--- src/rtl/codificador_constante.sv ---
`default_nettype none
// ============================================================================
// codificador_constante
//   Splits a 16-bit constant into one or two (controle, constante) extender
//   beats whose OR after extension rebuilds the original value.
//   Rev 1.0 - initial release
// ============================================================================
module codificador_constante #(
  parameter int          DEST_W    = 3,
  parameter int unsigned ENABLE_ZX = 1
) (
  input  logic              clock,
  input  logic              reset,
  input  logic              in_valid,
  output logic              in_ready,
  input  logic [15:0]       in_valor,
  input  logic [DEST_W-1:0] in_dest,
  output logic              out_valid,
  input  logic              out_ready,
  output logic [1:0]        out_controle,
  output logic [10:0]       out_constante,
  output logic [DEST_W-1:0] out_dest,
  output logic              out_last,
  output logic [15:0]       pares_count
);

  typedef enum logic [1:0] {
    IDLE   = 2'd0,
    ALTO   = 2'd1,
    ULTIMO = 2'd2
  } estado_t;

  localparam logic [1:0] CTRL_SEXT = 2'b00;
  localparam logic [1:0] CTRL_ZEXT = 2'b01;
  localparam logic [1:0] CTRL_HIGH = 2'b10;

  estado_t             state_q, state_d;
  logic [1:0]          controle_q, controle_d;
  logic [10:0]         constante_q, constante_d;
  logic [DEST_W-1:0]   dest_q, dest_d;
  logic                last_q, last_d;
  logic [7:0]          baixo_q, baixo_d;
  logic [15:0]         pares_q, pares_d;

  logic                rule_sext, rule_zext, rule_high;
  logic [1:0]          enc_controle;
  logic [10:0]         enc_constante;
  logic                enc_par;
  logic                aceita;

  // Encoding of the incoming value; first matching form wins.
  assign rule_sext = (&in_valor[15:10]) | ~(|in_valor[15:10]);
  assign rule_zext = (ENABLE_ZX != 0) && (in_valor[15:11] == 5'd0);
  assign rule_high = (in_valor[7:0] == 8'd0);

  always_comb begin
    enc_controle  = CTRL_HIGH;
    enc_constante = {3'b000, in_valor[15:8]};
    enc_par       = 1'b1;
    if (rule_sext) begin
      enc_controle  = CTRL_SEXT;
      enc_constante = in_valor[10:0];
      enc_par       = 1'b0;
    end else if (rule_zext) begin
      enc_controle  = CTRL_ZEXT;
      enc_constante = in_valor[10:0];
      enc_par       = 1'b0;
    end else if (rule_high) begin
      enc_par       = 1'b0;
    end
  end

  always_comb begin
    state_d     = state_q;
    controle_d  = controle_q;
    constante_d = constante_q;
    dest_d      = dest_q;
    last_d      = last_q;
    baixo_d     = baixo_q;
    pares_d     = pares_q;
    in_ready    = 1'b0;

    case (state_q)
      IDLE: begin
        in_ready = 1'b1;
      end
      ALTO: begin
        if (out_ready) begin
          controle_d  = CTRL_ZEXT;
          constante_d = {3'b000, baixo_q};
          last_d      = 1'b1;
          state_d     = ULTIMO;
        end
      end
      ULTIMO: begin
        // Ready follows the consumer so a new request can replace the last beat.
        in_ready = out_ready;
        if (out_ready && !in_valid) begin
          state_d = IDLE;
        end
      end
      default: begin
        state_d = IDLE;
      end
    endcase

    aceita = in_valid && in_ready;
    if (aceita) begin
      controle_d  = enc_controle;
      constante_d = enc_constante;
      dest_d      = in_dest;
      last_d      = ~enc_par;
      baixo_d     = in_valor[7:0];
      state_d     = enc_par ? ALTO : ULTIMO;
      if (enc_par && (pares_q != 16'hFFFF)) begin
        pares_d = pares_q + 16'd1;
      end
    end
  end

  always_ff @(posedge clock or posedge reset) begin
    if (reset) begin
      state_q     <= IDLE;
      controle_q  <= 2'b00;
      constante_q <= 11'd0;
      dest_q      <= '0;
      last_q      <= 1'b0;
      baixo_q     <= 8'd0;
      pares_q     <= 16'd0;
    end else begin
      state_q     <= state_d;
      controle_q  <= controle_d;
      constante_q <= constante_d;
      dest_q      <= dest_d;
      last_q      <= last_d;
      baixo_q     <= baixo_d;
      pares_q     <= pares_d;
    end
  end

  assign out_valid     = (state_q != IDLE);
  assign out_controle  = controle_q;
  assign out_constante = constante_q;
  assign out_dest      = dest_q;
  assign out_last      = last_q;
  assign pares_count   = pares_q;

endmodule
`default_nettype wire
--- config.mk ---
export PLATFORM = sky130hd
export DESIGN_NAME = codificador_constante
export DESIGN_NICKNAME = d
export VERILOG_FILES = /design/src/rtl/codificador_constante.sv
export SDC_FILE = /design/constraint.sdc
export NUM_CORES = 1
export LEC_CHECK = 0
export ABC_AREA = 1
export CAP_MARGIN = 20
export CORE_UTILIZATION = 50
export DETAILED_ROUTE_END_ITERATION = 10
export PLACE_DENSITY = 0.8
export SYNTH_ARGS = -nofsm -noshare
export SYNTH_HDL_FRONTEND = slang
export SYNTH_SLANG_ARGS = --single-unit
export TNS_END_PERCENT = 20
--- constraint.sdc ---
create_clock -name clock -period 1.7 [get_ports clock]
set_input_delay 0.17 -clock clock [delete_from_list [all_inputs] [get_ports clock]]
set_output_delay 0.17 -clock clock [all_outputs]
set_load 0.01 [all_outputs]
==> out/qor.yml <==
gp_congestion: 0.890
drive_gt1_frac: 0.108
setup-violations-final: 0
r2r_cells: 9
p_leak_uw: 0.00164
cp_max_fo: 9
firstDrtPassIters: 4
post_cts_buffers: 0
status: "completed"
setup_tns_ps: 0
dp_hpwl_um: 4210
critPathLaunchType: "flip-flop"
grt-ovfl-total: 0
grt_max_degree: 44
vias: 2392
pin_count: 58
drt_wl_total_um: 5950
start_util: 0.537
ys_types: 32
r2r-start: "pares_count[1]$_DFFE_PP0P_"
rsz0062_at_grt: "false"
fmax_ghz: 0.633
max_slew_margin: 0.651
yosysMostFrequentCell: "nand2_1"
die_area_um2: 5120
die_w_um: 71.6
grt_usage: 0.244
synth_edf_count: 0
antenna_found_initial: 0
crit_type: "flip-flop to flip-flop"
diodes: 0
stdcell_count: 452
synthArstFlopShare: 1.00
wl_per_cell_um: 13.2
yosys.area.top_type: "dfrtp_1"
die_y_um: 71.6
ant_nets: 0
drtIter0Drc: 116
path_clk_slew_ps: 80
cp-end-kind: "flip-flop"
slew_viol_final: 0
fin_skew_ps: 5.59
crit_required_ps: 1940
place_inst: 442
pre_cts_ws_ps: -15.3
core_area_um2: 4500
syn_area_per_cell_um2: 7.49
powerDensity_nw_per_um2: 1260
hp-class: "input pin to asynchronous set/reset pin"
arrival_ps: 1820
clockBufferDepth: 2
area_growth_pct: 37.7
netlist_top_cells_count: "nand2_1 (117), dfrtp_1 (43), inv_1 (34)"
reg2reg_to: "pares_count[13]$_DFFE_PP0P_"
synth_seq_area_share: 0.445
synthFlopType: "dfrtp_1"
ys.warnings.count: 0
synth.area.top_cells: "dfrtp_1 (44%), nand2_1 (18%), nand3_1 (6.8%)"
grt_pass1_wl_um: 9700
synth_top_area_frac: 0.445
ff2ff_setup_slack_ps: 120
grt_pass1_vias: 2139
max_cap_violations: 0
cts_sinks: 43
htree_levels: 2
postSynthCellCount: 323
hold_viol: 0
worstSetupStartpoint: "pares_count[1]$_DFFE_PP0P_"
synth_nets: 347
ir_drop_mv: 0.957
cts_tree: "done"
crit_end: "pares_count[13]$_DFFE_PP0P_"
post-route-drc-count: 0
fin_crit_ps: 1580
vias_per_cell: 5.29
period_share: 0.930
setup_ws_ps: 119
numPortBuffers: 57
clk_latency_ps: 300
rows: 24
worst_slew_pin_slew_ps: 521
ys_ff_latch: 43
netlist_area_um2: 2420
cts_buffers: 5
nNetsFinal: 423
root_buffer: "clkbuf_8"
-- placed cells by master (no fill, tap or decap), types with 2 or more instances in the layout --
master	count
nand2_1	117
clkdlybuf4s50_1	56
dfrtp_1	43
inv_1	34
nand3_1	33
nor2_1	30
buf_4	16
o21ai_0	8
o31ai_1	7
clkbuf_8	7
nand4_1	6
or2_1	4
xnor2_1	4
nand2_8	3
nand2_4	3
a21oi_1	3
xor2_1	3
nand3_4	2
nor2_4	2
inv_2	2
nor2_8	2
o22ai_1	2
-- critical path: stages, from the launching register on --
cell and delay, ps:
dfrtp_1 430, ha_4 180, nand3_4 110, nor2_4 120, nand2_2 80, nor2_4 220
nand2_8 140, nand2_8 130, nand2_1 60, nand2_1 60
-- layer usage --
| metal | vias to the layer above | wire length, um | GRT usage |
|---|---|---|---|
| li1 | 1186 | - | - |
| met1 | 1116 | 2690 | 0.337 |
| met2 | 81 | 2810 | 0.390 |
| met3 | 9 | 340 | 0.0520 |
| met4 | 0 | 102 | 0.0741 |
| met5 | - | 0 | 0 |
-- cell families (layout without fill, tap and decap cells) --
| family | count (synthesis) | after routing | synth area share |
|---|---|---|---|
| and+or+nand+nor | 205 | 207 | 0.393 |
| buffers and inverters | 44 | 119 | 0.0740 |
| AOI/OAI and AO/OA | 23 | 23 | 0.0579 |
| DFF | 43 | 43 | 0.445 |
| xor gates and xnor gates | 7 | 7 | 0.0253 |
| adders and majority gates | 1 | 1 | 0.00517 |
-- timing repair --
action / 4_1_cts / 5_1_grt
setup endpoints to repair: 0 / 17
hold buffers: 0 / 0
gates resized for setup: 0 / 8
-- cell type report --
class / count / area (um^2)
Multi-Input combinational cell: 238 / 1240
Fill cell: 346 / 1170
Sequential cell: 43 / 1080
Timing Repair Buffer: 74 / 713
Inverter: 37 / 139
Clock buffer: 8 / 100
Tap cell: 52 / 65.1
-- power breakdown --
group	switching (uW)	leakage, uW	total, uW	internal, uW
Clock	336	0.0000515	707	371
Sequential	232	0.000549	1600	1370
Combinational	948	0.00104	1880	936
-- metrics by stage --
step                utilization  hold slack [ps]  area, um^2  total power (uW)
global route              0.739              253        3330              4490
global placement          0.700              462        3150              3370
CTS                       0.723              232        3250              4130
floorplan                     -              280        2420              2540
finish                    0.739              226        3330              4190
detailed placement        0.700              461        3150              3420
-- worst min-delay path by stage --
stage | start | endpoint | slack (ps) | cells after the start
2_1_floorplan | in_dest[0] | out_dest[0]$_DFFE_PP0P_ | 280 | 2
3_3_place_gp | baixo_q[2]$_DFFE_PP0P_ | baixo_q[2]$_DFFE_PP0P_ | 460 | 2
3_5_place_dp | baixo_q[2]$_DFFE_PP0P_ | baixo_q[2]$_DFFE_PP0P_ | 460 | 2
4_1_cts | reset | out_dest[1]$_DFFE_PP0P_ | 230 | 3
5_1_grt | reset | out_dest[1]$_DFFE_PP0P_ | 250 | 3
6_report | reset | pares_count[1]$_DFFE_PP0P_ | 230 | 3
-- registers in the layout, indices dropped and copies added, names as in the netlist --
register and flops:
out_dest 3, pares_count 16, state_q 2, baixo_q 8, out_constante 11, out_controle 2
out_last 1
Power figures use the tool's default switching activity.
